$ cat config.mk
export PLATFORM = sky130hd
export DESIGN_NAME = bram_axis_streamer
export DESIGN_NICKNAME = d
export VERILOG_FILES = /design/src/rtl/bram_axis_streamer.sv
export SDC_FILE = /design/constraint.sdc
export NUM_CORES = 1
export LEC_CHECK = 0
export CAP_MARGIN = 20
export CORE_MARGIN = 3
export CORE_UTILIZATION = 59
export DETAILED_ROUTE_END_ITERATION = 8
export PLACE_DENSITY = 0.82
export SLEW_MARGIN = 20
export SYNTH_ARGS = -nofsm -noshare
export SYNTH_HDL_FRONTEND = slang
export SYNTH_SLANG_ARGS = --single-unit
$ cat constraint.sdc
create_clock -name clk -period 10.01 [get_ports clk]
set_input_delay 1.001 -clock clk [delete_from_list [all_inputs] [get_ports clk]]
set_output_delay 1.001 -clock clk [all_outputs]
set_load 0.03 [all_outputs]
$ cat src/rtl/bram_axis_streamer.sv
`default_nettype none
// ============================================================================
// Module   : bram_axis_streamer
// Purpose  : Streams DEPTH pixels from NUM_DIR parallel BRAM banks as AXI-Stream
//            beats through a credit-limited FIFO. Optional: BRAM_STREAM_TUSER_EN.
// Revision : 1.0
// ============================================================================
module bram_axis_streamer #(
  parameter int DATA_WIDTH    = 16,
  parameter int NUM_DIR       = 9,
  parameter int DEPTH         = 2500,
  parameter int ADDRESS_WIDTH = 12,
  parameter int READ_LATENCY  = 1,
  parameter int FIFO_DEPTH    = 4
) (
  input  logic                               clk,
  input  logic                               rst,
  input  logic                               frame_ready,
  output logic                               bram_en,
  output logic [ADDRESS_WIDTH-1:0]           bram_addr,
  input  logic [NUM_DIR*DATA_WIDTH-1:0]      bram_rdata,
  output logic [NUM_DIR*DATA_WIDTH-1:0]      m_axis_tdata,
  output logic                               m_axis_tvalid,
  input  logic                               m_axis_tready,
  output logic                               m_axis_tlast,
  output logic [NUM_DIR*DATA_WIDTH/8-1:0]    m_axis_tkeep,
`ifdef BRAM_STREAM_TUSER_EN
  output logic                               m_axis_tuser,
`endif
  output logic                               busy,
  output logic                               frame_done,
  output logic                               frame_overrun
);

  localparam int TW  = NUM_DIR * DATA_WIDTH;
  localparam int KW  = TW / 8;
  localparam int CW  = $clog2(FIFO_DEPTH + 1);
  localparam int CRW = CW + 1;
  localparam int PW  = (FIFO_DEPTH > 1) ? $clog2(FIFO_DEPTH) : 1;
  localparam logic [ADDRESS_WIDTH-1:0] LAST_ADDR = ADDRESS_WIDTH'(DEPTH - 1);

  typedef enum logic [1:0] {
    S_IDLE   = 2'd0,
    S_STREAM = 2'd1,
    S_DRAIN  = 2'd2
  } state_e;

  state_e                   state_q, state_d;
  logic [ADDRESS_WIDTH-1:0] addr_q, addr_d;
  logic [READ_LATENCY-1:0]  vld_pipe_q, last_pipe_q;
  logic [TW-1:0]            fifo_data_q [FIFO_DEPTH];
  logic [FIFO_DEPTH-1:0]    fifo_last_q;
  logic [PW-1:0]            rd_ptr_q, wr_ptr_q;
  logic [CW-1:0]            count_q;
  logic                     frame_done_q, frame_overrun_q;

  logic [CW-1:0]            outstanding;
  logic [CRW-1:0]           credit_used;
  logic                     credit_ok;
  logic                     issue, issue_last;
  logic                     fifo_wr, fifo_rd, head_last;

  function automatic logic [PW-1:0] ptr_inc(input logic [PW-1:0] p);
    return (p == PW'(FIFO_DEPTH - 1)) ? '0 : p + PW'(1);
  endfunction

  // Reads in flight plus beats already buffered must never exceed FIFO_DEPTH.
  always_comb begin
    outstanding = '0;
    for (int i = 0; i < READ_LATENCY; i++) begin
      outstanding = outstanding + CW'(vld_pipe_q[i]);
    end
  end

  assign credit_used = {1'b0, outstanding} + {1'b0, count_q};
  assign credit_ok   = credit_used < CRW'(FIFO_DEPTH);
  assign issue_last  = (addr_q == LAST_ADDR);

  always_comb begin
    state_d = state_q;
    addr_d  = addr_q;
    issue   = 1'b0;
    case (state_q)
      S_IDLE: begin
        if (frame_ready) begin
          addr_d  = '0;
          state_d = S_STREAM;
        end
      end
      S_STREAM: begin
        if (credit_ok) begin
          issue  = 1'b1;
          addr_d = addr_q + ADDRESS_WIDTH'(1);
          if (issue_last) begin
            state_d = S_DRAIN;
          end
        end
      end
      S_DRAIN: begin
        if (fifo_rd && head_last) begin
          state_d = S_IDLE;
        end
      end
      default: state_d = S_IDLE;
    endcase
  end

  always_ff @(posedge clk) begin
    if (rst) begin
      state_q         <= S_IDLE;
      addr_q          <= '0;
      frame_done_q    <= 1'b0;
      frame_overrun_q <= 1'b0;
    end else begin
      state_q         <= state_d;
      addr_q          <= addr_d;
      frame_done_q    <= (state_q == S_DRAIN) && fifo_rd && head_last;
      frame_overrun_q <= frame_ready && (state_q != S_IDLE);
    end
  end

  always_ff @(posedge clk) begin
    if (rst) begin
      vld_pipe_q  <= '0;
      last_pipe_q <= '0;
    end else begin
      vld_pipe_q[0]  <= issue;
      last_pipe_q[0] <= issue & issue_last;
      for (int i = 1; i < READ_LATENCY; i++) begin
        vld_pipe_q[i]  <= vld_pipe_q[i-1];
        last_pipe_q[i] <= last_pipe_q[i-1];
      end
    end
  end

  assign fifo_wr   = vld_pipe_q[READ_LATENCY-1];
  assign fifo_rd   = m_axis_tvalid & m_axis_tready;
  assign head_last = fifo_last_q[rd_ptr_q];

  always_ff @(posedge clk) begin
    if (fifo_wr) begin
      fifo_data_q[wr_ptr_q] <= bram_rdata;
      fifo_last_q[wr_ptr_q] <= last_pipe_q[READ_LATENCY-1];
    end
  end

  always_ff @(posedge clk) begin
    if (rst) begin
      rd_ptr_q <= '0;
      wr_ptr_q <= '0;
      count_q  <= '0;
    end else begin
      if (fifo_wr) begin
        wr_ptr_q <= ptr_inc(wr_ptr_q);
      end
      if (fifo_rd) begin
        rd_ptr_q <= ptr_inc(rd_ptr_q);
      end
      count_q <= count_q + CW'(fifo_wr) - CW'(fifo_rd);
    end
  end

`ifdef BRAM_STREAM_TUSER_EN
  logic [READ_LATENCY-1:0] first_pipe_q;
  logic [FIFO_DEPTH-1:0]   fifo_first_q;

  always_ff @(posedge clk) begin
    if (rst) begin
      first_pipe_q <= '0;
    end else begin
      first_pipe_q[0] <= issue & (addr_q == '0);
      for (int i = 1; i < READ_LATENCY; i++) begin
        first_pipe_q[i] <= first_pipe_q[i-1];
      end
    end
  end

  always_ff @(posedge clk) begin
    if (fifo_wr) begin
      fifo_first_q[wr_ptr_q] <= first_pipe_q[READ_LATENCY-1];
    end
  end

  assign m_axis_tuser = m_axis_tvalid & fifo_first_q[rd_ptr_q];
`endif

  // Head outputs are gated by tvalid so idle outputs read as zero.
  assign m_axis_tvalid = (count_q != '0);
  assign m_axis_tdata  = m_axis_tvalid ? fifo_data_q[rd_ptr_q] : '0;
  assign m_axis_tlast  = m_axis_tvalid & head_last;
  assign m_axis_tkeep  = {KW{m_axis_tvalid}};
  assign bram_en       = issue;
  assign bram_addr     = addr_q;
  assign busy          = (state_q != S_IDLE);
  assign frame_done    = frame_done_q;
  assign frame_overrun = frame_overrun_q;

endmodule
`default_nettype wire

Word level (Yosys, flattened, before mapping)
Memory sizes are Yosys's and may differ from the RTL's. A register that Yosys moved wholly into a read port is not among the register bits. Index checks and enable logic that the tools add are counted.

Bits of input ports: 148. Memory bits (read-only): 0. Bits in latches: 0. Word-level logic and storage cells: 66. Output and inout bits: 180. Memories kept: 1. Bits in writable memories: 576. Register bits: 29.

Divide/modulo/power cells: 0. $add $sub $neg: 6. Equal/unequal tests: 9. Mux-type cells: 22. $mul: 0. Order comparisons: 4. Bitwise operators: 3. Reductions and logical operators: 11. Shift-type cells: 0.

Memory list: fifo_data_q (depth 4, bits a word 144, read ports 1, clocked after memory_dff 1, write ports 1, line 51) `logic [TW-1:0] fifo_data_q [FIFO_DEPTH];`.

Operator list (count): 144-bit 2-to-1 mux (1); 12-bit 2-to-1 mux (2); 12-bit case mux with 2 select lines (1); 2-bit 2-to-1 mux (8); 12-bit by 1-bit adder with 12-bit output (second input constant) (1); 12-bit == test (second input constant) (1); 2-bit != test (second input constant) (4); 2-bit == test (second input constant) (3); 2-bit by 3-bit < comparator with 1-bit output (second input constant) (2); 1-bit 2-to-1 mux (6); 2-bit case mux with 3 select lines (1); 1-bit logical AND (5); 1-bit by 3-bit adder with 4-bit output (1); 2-bit by 1-bit adder with 2-bit output (second input constant) (2); 4-bit bitwise mux (1); 4-bit by 3-bit < comparator with 1-bit output (second input constant) (1); 4-bit AND reduction (1); 2-bit nonzero test (2); 3-bit by 1-bit adder with 3-bit output (1); 1-bit bitwise AND (3); 3-bit AND reduction (1); 3-bit nonzero test (1); 3-bit by 1-bit subtractor with 3-bit output (1); 1-bit binary-select mux with 2-bit select (1); 4 further kinds (4).

Longest topological paths before layout
Gate-level depths: netlist of the first run.

Word-level depth: 5. Mapped depth: 9. Mapped depth without buffers: 8.

Least setup slack after synthesis of the first run
No wires, ideal clock.

Path type: reg-to-reg. Start point: register wr_ptr_q[0]. End point: memory fifo_data_q[0][0] (netlist name), enable pin. Period minus slack after synthesis: 4.382 ns. Stages on the path, launching flop included: 4. Setup time: 0.521 ns. Data required time: 9.489 ns. Path slack: 5.628 ns. Arrival time: 3.860 ns. Path buffers: 0. Path through: dfxtp_1 > inv_1 > ha_1 > and2_1.

RTL lines: from (decl) (line 53) `logic [PW-1:0] rd_ptr_q, wr_ptr_q;`; from (signal assigned) (line 154) `wr_ptr_q <= ptr_inc(wr_ptr_q);`; to (decl) (line 51).

Straight into the memory's write port.

==> results of run 1 <==
## final timing paths
check        slack (ns)                       start                         end  depth (start not counted)
max                4.74                   flip-flop           m_axis_tdata[101]                          5
min                0.50  bram_addr[11]$_SDFFE_PP0P_  bram_addr[11]$_SDFFE_PP0P_                          2
max reg2reg        7.43       count_q[1]$_SDFF_PP0_       count_q[2]$_SDFF_PP0_                          9
min reg2reg        0.50  bram_addr[11]$_SDFFE_PP0P_  bram_addr[11]$_SDFFE_PP0P_                          2
## worst max-delay path: cells and delay by family (launching register included)
family | cells | cell delay [ns]
DFF | 1 | 0.89
muxes | 1 | 0.62
and+or+nand+nor | 1 | 0.18
buffers and inverters | 3 | 1.93
## registers in the layout (all words and copies together), names as in the netlist, named ones only
name	flops
state_q	2
last_pipe_q	1
rd_ptr_q	2
fifo_last_q	4
bram_addr	12
fifo_data_q	576
frame_overrun	1
count_q	3
fifo_wr	1
frame_done	1
wr_ptr_q	2
## cells in the final DEF (no fill, tap or decap), drive strengths merged, types with 8 or more instances in the layout
cell type      netlist  layout
and2               150     150
ha                   8       8
nand2               11      11
a21oi                8       8
o21ai                8       8
nor2                21      21
nand3               12      12
clkbuf              30      77
edfxtp             580     580
mux4               145     145
clkinv               0      25
dfxtp               27      27
buf                 43      15
clkdlybuf4s50        0     327
## metal layers
| layer | vias up | part of all wire |
|---|---|---|
| met5 | - | 0.0013 |
| li1 | 5077 | - |
| met1 | 6022 | 0.38 |
| met3 | 78 | 0.099 |
| met2 | 464 | 0.50 |
| met4 | 10 | 0.020 |
## logic make-up (layout without fill, tap and decap cells)
logic type                 after synthesis  count (layout)
muxes                                  147             147
xor gates and xnor gates                 2               2
DFF                                    607             607
other                                    0               4
buffers and inverters                   80             454
adders and majority gates                9               9
and+or+nand+nor                        219             219
AOI/OAI and AO/OA                       32              32
## where the power goes
group / switching (mW) / internal, mW / leakage (nW)
Sequential: 0.0655 / 2.86 / 5.46
Clock: 0.869 / 1.18 / 0.893
Combinational: 1.29 / 1.03 / 2.75
Total: 2.22 / 5.06 / 9.10
## layout make-up
| type | count | area, µm² |
|---|---|---|
| repair buffers | 342 | 3410 |
| diodes | 4 | 10.0 |
| clock buffers | 77 | 1630 |
| fillers | 2138 | 10000 |
| inverters | 7 | 26.3 |
| multi-input cells | 409 | 4940 |
| clock inverters | 28 | 178 |
| flip-flops and latches | 607 | 18000 |
| well taps | 518 | 648 |
==> metrics.md, run 1 <==
| Metric | Value |
|---|---|
| Status | completed |
| H-tree levels | 2 |
| Largest net degree at the start of global routing | 113 |
| 1st-pass router iterations | 5 |
| Most Crowded Layer GR | met2 |
| Largest family of logic cells by synthesized area | multiplexers |
| Ratio of cells with drive above 1 in the final layout | 0.171 |
| Final TNS setup | 0 ns |
| Share of the synthesized area in the top cell type | 0.748 |
| Total Wirelength | 48000 µm |
| DR vias | 11700 |
| Synth area leaders | edfxtp_1, mux4_2, and2_1 |
| CTS clock-pin slew for the worst setup and hold paths | 0.06 ns |
| Die width | 205 µm |
| CTS Buf Count | 58 |
| Iter 0 DRT Violations | 810 |
| Met1 Usage GRT | 0.318 |
| Max Slew Vio Count | 0 |
| Syn Inst Count | 1096 |
| Max Root-Sink Buffers | 3 |
| Final setup margin | 4.74 ns |
| Placed cell area | 27000 µm² |
| Die ar. | 41900 µm² |
| Clock Skew | 0.00849 ns |
| Critical Path Source Type | flip-flop |
| Worst-Margin Slew | 0.966 ns |
| Crit-path most repeated cell | buf_4 |
| Cell area after synthesis | 23300 µm² |
| Most frequent cells after synthesis | edfxtp_1, and2_1, mux4_2 |
| Post-Synth Adder-Cell Area | 0.00516 |
| CORE AREA | 38800 µm² |
| Slowest CP cell | dfxtp_4 |
| Gr ovfl total | 0 |
| Drt drc | 0 |
| Hold Crit Class | flip-flop to flip-flop |
| Vias in the first global route | 12300 |
| HPWL after detailed placement | 27900 µm |
| M2 GR Usage | 0.370 |
| RSZ-0062 raised after global routing | false |
| Sequential area share after synthesis | 0.771 |
| Synth unique cells | 41 |
| Dominant cell type by area after synthesis | edfxtp_1 |
| Post-CTS sizing | 0 |
| Worst setup EP type | primary output |
| Async S/R FF share, synth | 0 |
| Multiplexer share of the synthesized area | 0.141 |
| Pre-CTS setup slack | 5.18 ns |
| Non-filler instance count after layout | 1992 |
| DR WL/cell | 24.1 µm |
| Initial antenna violation count | 6 |
| Root buffer cell | clkbuf_16 |
| Setup CP Type | flip-flop to primary output |
| Largest stage delay, worst path | 0.89 ns |
| CTS Sinks | 607 |
| Final setup vio count | 0 |
| Min Hold Slack | 0.504 ns |
| Vias per cell | 5.85 |
| Critical-path maximum fanout | 46 |
| Final Critical Period | 5.27 ns |
| First-pass GRT wire length | 73400 µm |
| Max Cap Viol | 0 |
| Top FF cell, synth | edfxtp_1 |
| CP Cell Sequence | buf_4 -> buf_4 -> mux4_2 -> and2_1 -> clkdlybuf4s50_1 |
| CTS tree | built |
| Final Util | 0.742 |
| CP required | 9.01 ns |
| Critical Path AT | 4.27 ns |
| Post-Syn Nets | 1253 |
| Port Buf Inserts | 327 |
| Met3 Usage GRT | 0.0772 |
| Headroom to the max-slew limit | 0.356 |
| YS warnings | 0 |
| Max Clk Rate | 0.190 GHz |
| # placed instances | 1882 |
| Row cnt | 72 |
| Final ANT Viol Nets | 0 |
| Die Y | 205 µm |
| Endpoints failing hold | 0 |
| P&R area growth vs syn | 23.7% |
| Fin crit share | 0.526 |
| GRT Total Usage | 0.234 |
| # hold bufs at CTS | 0 |
| Pwr Density | 253 nW/µm² |
| Fin nets | 1582 |
| Flops & latches, synth | 607 |
| Fin area | 28800 µm² |
| Postcts setup bufs | 0 |
| # IOs | 328 |
| Leak | 9.10 nW |
| Post-Synth Simple-Gate Area | 0.0552 |
| Post-Synth XOR/XNOR Area | 0.000752 |
| GPL Wtd Cong | 0.831 |
| Syn avg cell area | 21.3 µm² |
| Post-synth EDFFs | 580 |
| Clk_lat worst skew | 0.60 ns |
| Top-count cell post-synth | edfxtp_1 |
| Synth Area in Compound Gates | 0.00940 |
| Total power | 7.29 mW |
| VDD IR max | 0.199 mV |
| Initial Utilization | 0.600 |
Power figures use the tool's default switching activity.
==> run 2, diff against run 1 <==
CORE_UTILIZATION = 49   (was 59)
PLACE_DENSITY = 0.73   (was 0.82)
clock period = 4.6 ns   (was 10.01 ns; I/O delays follow)
==> run 2 against run 1 <==
  * Flip-flop and latch count unchanged
  * Worst hold slack lost 0.019 ns
  * Die area up 20%
  * Non-clock buffer count increased by 1
  * Setup slack got worse by 3.8 ns
  * Routed wire length shrank 2.9%
  * Clock skew grew 0.012 ns
  * First-iteration DRC count grew 26%
  * Highest routed layer unchanged
  * Critical path depth shrank 1
  * Count of clock-buffer cells in the layout up 6
==> metrics.md, run 2 (synthesis gave the netlist of run 1 again) <==
| Metric | Value |
|---|---|
| Min-Delay Endpoint | fifo_data_q[1][133]$_DFFE_PP_ |
| Clock Power Share | 0.289 (+0.007) |
| Initial antenna violation count | 9 (+3) |
| CTS tree | built |
| GRT Total Usage | 0.185 (-0.0484) |
| Area occupied by registers | 18000 µm² (unchanged) |
| Endpoints failing hold | 0 (unchanged) |
| # IOs | 328 (unchanged) |
| M2 GR Usage | 0.291 (-0.0793) |
| Sw Pwr | 4.85 mW (+120%) |
| Max Clk Rate | 0.277 GHz |
| # hold bufs at CTS | 0 (unchanged) |
| CTS clock-pin slew for the worst setup and hold paths | 0.06 ns (about the same) |
| Filler cells | 3263 (+53%) |
| First-pass GRT wire length | 71200 µm (-3.0%) |
| Final ANT Viol Nets | 0 (unchanged) |
| Ratio of cells with drive above 1 in the final layout | 0.171 (about the same) |
| Leak | 9.15 nW (+0.51%) |
| Vias in the first global route | 12000 (-2.0%) |
| Gr ovfl total | 0 (unchanged) |
| Most frequent cells in the layout | edfxtp_1, clkdlybuf4s50_1, and2_1 |
| Comb pwr share | 0.315 (-0.003) |
| Commonest non-fill, non-tap cell in the layout | edfxtp_1 |
| CP Cell Sequence | buf_4 -> mux4_2 -> and2_1 -> clkdlybuf4s50_1 |
| Die ar. | 50200 µm² (+20%) |
| Final setup vio count | 0 (unchanged) |
| R2R Path Start | count_q[1]$_SDFF_PP0_ |
| Multi-input gate area | 4940 µm² (unchanged) |
| HPWL after detailed placement | 27400 µm (-1.7%) |
| Hold Crit Class | primary input to flip-flop |
| Min Hold Slack | 0.485 ns (-0.0194 ns) |
| DR WL/cell | 22.3 µm (-7.3%) |
| GPL Wtd Cong | 0.790 (-4.9%) |
| Row cnt | 79 (+9.7%) |
| Fin nets | 1584 (+0.13%) |
| Clock Skew | 0.0209 ns (+0.0125 ns) |
| Seq pwr share | 0.396 (-0.005) |
| CTS Sinks | 607 (unchanged) |
| Initial Utilization | 0.498 (-0.102) |
| Hold path depth | 1 (-1) |
| Max Root-Sink Buffers | 3 (unchanged) |
| Iter 0 DRT Violations | 1019 (+26%) |
| Internal power | 11.1 mW (+120%) |
| R2r worst-path depth | 9 (unchanged) |
| Largest stage delay, worst path | 0.71 ns (-0.18 ns) |
| Setup CP Type | flip-flop to primary output |
| Worst setup EP type | primary output |
| Postcts setup bufs | 0 (unchanged) |
| Fin crit share | 0.785 |
| Max Slew Vio Count | 0 (unchanged) |
| Die width | 224 µm (+9.4%) |
| Hold Startpoint | bram_rdata[133] |
| FF-to-FF setup slack | 1.80 ns (-5.63 ns) |
| Drt drc | 0 (unchanged) |
| Critical Path AT | 3.15 ns (-1.12 ns) |
| WP buf/inv | 2 (-1) |
| Final TNS setup | 0 ns (unchanged) |
| Pwr Density | 550 nW/µm² (+120%) |
| CORE AREA | 46800 µm² (+20%) |
| DR vias | 11500 (-1.2%) |
| Met1 Usage GRT | 0.256 (-0.0620) |
| RSZ-0062 raised after global routing | false |
| Worst-Margin Slew | 0.907 ns (-0.0588 ns) |
| Register with the most flip-flops | fifo_data_q |
| Root buffer cell | clkbuf_16 |
| CTS Buf Count | 59 (+1.7%) |
| Reg-to-reg critical path endpoint | count_q[2]$_SDFF_PP0_ |
| Post-CTS sizing | 0 (unchanged) |
| Headroom to the max-slew limit | 0.393 (+0.0373) |
| Critical Path Source Type | flip-flop |
| Largest net degree at the start of global routing | 87 (-23%) |
| Family with the most delay on the worst path | buffers and inverters |
| P&R area growth vs syn | 24.9% |
| Max Cap Viol | 0 (unchanged) |
| # placed instances | 1973 (+4.8%) |
| Port Buf Inserts | 327 (unchanged) |
| Final Util | 0.622 (-0.120) |
| Status | completed |
| Non-filler instance count after layout | 2088 (+4.8%) |
| Critical-path maximum fanout | 25 (-46%) |
| Final Critical Period | 3.61 ns |
| Slowest CP cell | dfxtp_4 |
| Met3 Usage GRT | 0.0543 (-0.0230) |
| VDD IR max | 0.397 mV (+99%) |
| Net Sw Frac | 0.303 (-0.00203) |
| Largest register FFs | 576 (unchanged) |
| CP required | 4.14 ns (-4.87 ns) |
| Clk_lat worst skew | 0.61 ns (about the same) |
| H-tree levels | 2 (unchanged) |
| Total Wirelength | 46600 µm (-2.9%) |
| Vias per cell | 5.51 (-5.7%) |
| Most Crowded Layer GR | met2 |
| 1st-pass router iterations | 7 (+2) |
| Die Y | 224 µm (+9.4%) |
[run 2: cell count changes in the layout (fill, tap and decap cells not counted), moves of 2 or more]
| cell | previous run | this run |
|---|---|---|
| clkbuf_1 | 12 | 19 |
| bufinv_16 | 2 | 4 |
| buf_12 | 0 | 9 |
| clkinv_2 | 13 | 10 |
| clkinv_1 | 12 | 10 |
| buf_4 | 14 | 7 |
[run 2: per-stage QoR]
stage / setup slack [ns] / cell area, µm² / power [mW]
2_1_floorplan: 0.218 / 23300 / 9.66
3_3_place_gp: 1.54 / 27200 / 11.5
3_5_place_dp: 1.53 / 27200 / 11.5
4_1_cts: 0.860 / 29100 / 16.2
5_1_grt: 0.758 / 29100 / 16.6
6_report: 0.990 / 29100 / 16.0
[run 2: worst max-delay path by stage]
stage / slack, ns / cells after the start / to
floorplan: 0.22 / 3 / fifo_data_q[0][0]$_DFFE_PP_
global placement: 1.54 / 4 / m_axis_tdata[105]
detailed placement: 1.53 / 4 / m_axis_tdata[110]
CTS: 0.86 / 4 / m_axis_tdata[110]
global route: 0.76 / 4 / m_axis_tdata[102]
finish: 0.99 / 4 / m_axis_tdata[110]
[run 2: cell type report]
cell class | instances | area share
diodes | 5 | 0.000430
clock buffers | 83 | 0.0560
clock inverters | 27 | 0.00826
inverters | 7 | 0.000904
multi-input cells | 409 | 0.170
flip-flops and latches | 607 | 0.618
well taps | 607 | 0.0261
repair buffers | 343 | 0.121
[run 2: power groups by stage]
stage / logic, mW / registers, mW / clock network [mW]
floorplan: 3.27 / 6.39 / 0
global placement: 5.09 / 6.44 / 0
detailed placement: 5.10 / 6.45 / 0
CTS: 5.12 / 6.34 / 4.72
global route: 5.33 / 6.35 / 4.95
finish: 5.04 / 6.33 / 4.62
[run 2: metal layers]
metal | up-vias | part of all wire
met5 | - | 0.0017
met4 | 12 | 0.022
met1 | 5921 | 0.41
met3 | 87 | 0.077
met2 | 404 | 0.48
li1 | 5088 | -
==> run 3, diff against run 2 <==
clock period = 3 ns   (was 4.6 ns; I/O delays follow)
==> run 3 against run 2 <==
  * Clock skew is 0.0070 ns lower
  * Critical endpoint is now m_axis_tdata[68]
  * Combinational power rose by 54%
  * Final area up 1.2%
  * Clock power grew 54%
  * Flip-flop and latch count unchanged
  * Worst hold slack got worse by 0.15 ns
  * Sequential share of layout area down 0.74 points
  * Via count increased by 0.37%
  * Largest power group unchanged
==> metrics.md, run 3 (synthesis gave the netlist of run 1 again) <==
| Metric | Value |
|---|---|
| Status | completed |
| Multi-input gate area | 4950 µm² (+0.15%) |
| H-tree levels | 2 (unchanged) |
| Max Root-Sink Buffers | 3 (unchanged) |
| DR WL/cell | 23.2 µm (+4.2%) |
| RSZ-0062 raised after global routing | false |
| Endpoints failing hold | 0 (unchanged) |
| Fin area | 29400 µm² (+1.2%) |
| Net Sw Frac | 0.308 (+0.00486) |
| Worst setup EP type | primary output |
| Fin nets | 1607 (+1.5%) |
| Fin crit share | 0.969 |
| Final setup vio count | 0 (unchanged) |
| Largest register FFs | 576 (unchanged) |
| CTS clock-pin slew for the worst setup and hold paths | 0.06 ns (about the same) |
| Max Slew Vio Count | 0 (unchanged) |
| Vias in the first global route | 12000 (-0.27%) |
| Die width | 224 µm (unchanged) |
| Seq pwr share | 0.393 (-0.003) |
| Final Critical Period | 2.91 ns |
| P&R area growth vs syn | 26.4% |
| Setup CP Type | flip-flop to primary output |
| # IOs | 328 (unchanged) |
| Row cnt | 79 (unchanged) |
| Register with the most flip-flops | fifo_data_q |
| Most frequent cells in the layout | edfxtp_1, clkdlybuf4s50_1, and2_1 |
| Max Cap Viol | 0 (unchanged) |
| Critical Path AT | 2.61 ns (-0.54 ns) |
| GPL Wtd Cong | 0.804 (+1.7%) |
| Gr ovfl total | 0 (unchanged) |
| Clock Skew | 0.0140 ns (-0.00695 ns) |
| Leak | 10.1 nW (+10%) |
| Max Clk Rate | 0.344 GHz |
| Largest net degree at the start of global routing | 69 (-21%) |
| Root buffer cell | clkbuf_16 |
| VDD IR max | 0.631 mV (+59%) |
| Die Y | 224 µm (unchanged) |
| Headroom to the max-slew limit | 0.547 (+0.154) |
| Hold Startpoint | bram_rdata[82] |
| Commonest non-fill, non-tap cell in the layout | edfxtp_1 |
| First-pass GRT wire length | 74400 µm (+4.4%) |
| DR vias | 11600 (+0.37%) |
| Internal power | 17.0 mW (+52%) |
| Iter 0 DRT Violations | 1106 (+8.5%) |
| Drt drc | 0 (unchanged) |
| GRT Total Usage | 0.195 (+0.0101) |
| Critical Path Source Type | flip-flop |
| Final TNS setup | 0 ns (unchanged) |
| CP required | 2.70 ns (-1.44 ns) |
| 1st-pass router iterations | 5 (-2) |
| Initial antenna violation count | 10 (+1) |
| Initial Utilization | 0.498 (unchanged) |
| Filler cells | 3289 (+0.80%) |
| CORE AREA | 46800 µm² (unchanged) |
| Port Buf Inserts | 327 (unchanged) |
| CTS Sinks | 607 (unchanged) |
| Hold Crit Class | primary input to flip-flop |
| HPWL after detailed placement | 29500 µm (+7.4%) |
| CTS Buf Count | 58 (-1.7%) |
| Critical-path maximum fanout | 19 (-24%) |
| Final ANT Viol Nets | 0 (unchanged) |
| Comb pwr share | 0.317 (+0.002) |
| Total Wirelength | 48900 µm (+5.0%) |
| Area occupied by registers | 18000 µm² (unchanged) |
| Pwr Density | 833 nW/µm² (+51%) |
| CTS tree | built |
| Vias per cell | 5.49 (-0.44%) |
| Placed cell area | 27400 µm² (+0.85%) |
| Sw Pwr | 7.55 mW (+56%) |
| Ratio of cells with drive above 1 in the final layout | 0.184 (+0.0133) |
| R2R Path Start | count_q[0]$_SDFF_PP0_ |
| Clk_lat worst skew | 0.60 ns (about the same) |
| Clock Power Share | 0.290 (about the same) |
| Worst-Margin Slew | 0.680 ns (-0.228 ns) |
| Die ar. | 50200 µm² (unchanged) |
-- run 3: changes by cell type in the layout (fill, tap and decap cells not counted), sizes merged, moves of 2 or more --
cell / change
buf: +21
bufbuf: +2
clkbuf: -7
clkdlybuf4s50: -126
clkinv: +2
dlygate4sd2: +98
dlymetal6s2s: +28
-- run 3: area by class of cell --
cell class	count	share of cell area
repair buffers	366	0.131
well taps	607	0.0258
clock inverters	28	0.00863
diodes	4	0.000340
multi-input cells	410	0.168
clock buffers	76	0.0548
flip-flops and latches	607	0.610
inverters	7	0.000893
-- run 3: metrics by stage --
step	total power [mW]	hold slack (ns)	setup slack (ns)	instances	utilization
floorplan	14.8	0.399	0.225	1096	-
global placement	17.9	0.474	0.397	1987	0.587
detailed placement	17.9	0.471	0.376	1987	0.587
CTS	24.9	0.283	0.00199	2101	0.628
global route	25.5	0.309	0.00424	2102	0.629
finish	24.5	0.330	0.0931	2105	0.630
-- run 3: per-layer routing --
layer  wire length, µm  vias up  share of wire  global-route usage
met5               110        -         0.0022                   0
met4               935       16          0.019              0.0522
met3              4370       76          0.089              0.0650
met2             23200      393           0.47               0.299
met1             20300     5932           0.41               0.274
li1                  -     5138              -                   -
-- run 3: final timing paths --
check | cells past startpoint | slack [ns] | end
setup / recovery | 5 | 0.09 | m_axis_tdata[68]
setup reg to reg | 8 | 0.65 | count_q[2]$_SDFF_PP0_
hold reg to reg | 0 | 0.49 | fifo_last_q[0]$_DFFE_PP_
hold / removal | 1 | 0.33 | fifo_data_q[0][82]$_DFFE_PP_
-- run 3: power groups by stage --
stage | clock network [mW] | logic [mW] | registers (mW)
final | 7.12 | 7.76 | 9.63
after global routing | 7.64 | 8.22 | 9.65
after CTS | 7.29 | 7.93 | 9.63
after detailed placement | 0 | 8.09 | 9.84
after global placement | 0 | 8.07 | 9.82
after floorplan | 0 | 5.01 | 9.77
-- run 3: worst max-delay path, cell delays in order, from the launching register on --
cell	delay (ns)
dfxtp_4	0.37
buf_12	0.12
buf_8	0.23
mux4_2	0.52
and2_1	0.16
clkdlybuf4s50_1	0.59
-- run 3: what timing repair did --
item,CTS,global route
setup endpoints to repair,145,29
hold endpoints to repair,0,0
cloned,3,0
resized for setup,103,29
hold buffers,0,0
setup buffers,7,0
pin swaps,1,0
==> RTL change: new RTL, flow settings as in run 2 <==
Set the parameter `FIFO_DEPTH` to 8 (it was 4).
--- a/src/rtl/bram_axis_streamer.sv
+++ b/src/rtl/bram_axis_streamer.sv
@@ -11,7 +11,7 @@
   parameter int DEPTH         = 2500,
   parameter int ADDRESS_WIDTH = 12,
   parameter int READ_LATENCY  = 1,
-  parameter int FIFO_DEPTH    = 4
+  parameter int FIFO_DEPTH    = 8
 ) (
   input  logic                               clk,
   input  logic                               rst,
Function: no difference found for any inputs over 4 cycles, from zero or initial values and one cycle with rst high; that may be too few to reach the edited logic, so the function may still have changed.
==> RTL change against run 2 <==
  * Synthesized area is 95% higher
  * Design area up 87%
  * Core utilization shrank 3.2 points
  * Non-clock buffer count rose by 33
  * Routed wire length grew 110%
  * Critical path type unchanged
  * Largest power group unchanged
  * Die area is 93% higher
  * Sequential cell count is 584 higher
  * Clock power is 98% higher
  * Hold slack improved by 0.011 ns
  * Power rose by 81%
  * Worst setup slack lost 0.22 ns
==> RTL change: results (changes against run 2) <==
initial antenna violation count=14 (was 9); post-synthesis mux area share=0.176 (was 0.141); Post-synth EDFFs=1160 (was 580); GP Congestion=0.743 (was 0.790); share of cells above drive strength 1=0.207 (was 0.171); CP Data Arrival Time=3.37 ns (was 3.15 ns); Synth Area in Compound Gates=0.00492 (was 0.00940); vias in the first global route=22700 (was 12000); fill count=6519 (was 3263); WHS Path Cells=3 (was 1); die area=0.0966 mm² (was 0.0502 mm²); clock network area share=0.0682 (was 0.0642); top cells by area, synth=edfxtp_1 (77%), mux4_2 (14%), mux2i_1 (3.3%), dfxtp_1 (1.4%), nor2_1 (1.3%) (was edfxtp_1 (75%), mux4_2 (14%), and2_1 (4.0%), dfxtp_1 (2.3%), buf_4 (0.64%)); initial drt markers=2011 (was 1019); multi-input logic cell count=729 (was 409); Sequential Area=0.0355 mm² (was 0.0180 mm²); leakage power=16.5 nW (was 9.15 nW); largest stage delay on the critical path=0.62 ns (was 0.71 ns); max_slew headroom=0.347 (was 0.393); Num CTS Buffers=116 (was 59); DP Area=0.0505 mm² (was 0.0272 mm²); Switching Fraction=0.289 (was 0.303); Signal buffers=376 (was 343); non-clk buf share=0.0731 (was 0.121); Post-synth top cells=edfxtp_1 (1160), mux4_2 (288), nor2_1 (161) (was edfxtp_1 (580), and2_1 (150), mux4_2 (145)); Worst Skew=0.0319 ns (was 0.0209 ns); R2R cell count=13 (was 9); fin crit share=0.833 (was 0.785); register area share after synthesis=0.779 (was 0.771); status=complete, no violations (unchanged); CP max-delay cell=clkdlybuf4s50_1 (was dfxtp_4); CP Capture Point=m_axis_tdata[62] (was m_axis_tdata[110]); synthesized flop and latch total=1191 (was 607); FF-to-FF Start=count_q[2] (was count_q[1]); flop2flop setup slack=1.35 ns (was 1.80 ns); Seq/total area=0.654 (was 0.618); routed wire length=95800 µm (was 46600 µm); # diodes=7 (was 5); crit-path max FO=55 (was 25); CLK BUF=146 (was 83); min-delay src=m_axis_tready (was bram_rdata[133])
## RTL change: changes by cell type in the layout (fill, tap and decap cells not counted), sizes merged, moves of 8 or more
| cell | before | now |
|---|---|---|
| nand2 | 11 | 19 |
| clkinv | 21 | 46 |
| clkbuf | 83 | 146 |
| nor2 | 21 | 161 |
| buf | 16 | 49 |
| mux2i | 2 | 149 |
| and2 | 150 | 0 |
| edfxtp | 580 | 1160 |
| a21oi | 8 | 17 |
| mux4 | 145 | 288 |
## RTL change: metrics by stage
stage	setup TNS, ns	total power [W]	hold WS, ns	std cells
2_1_floorplan	-230.12	0.0174	0.499	2052
3_3_place_gp	0	0.0201	0.470	3547
3_5_place_dp	0	0.0202	0.498	3547
4_1_cts	0	0.0294	0.441	3759
5_1_grt	0	0.0301	0.461	3761
6_report	0	0.0290	0.496	3766
## RTL change: routing by layer
metal	part of all wire	global-route usage
met1	0.40	0.265
met2	0.52	0.343
met3	0.057	0.0396
met4	0.019	0.0492
met5	0.00081	0
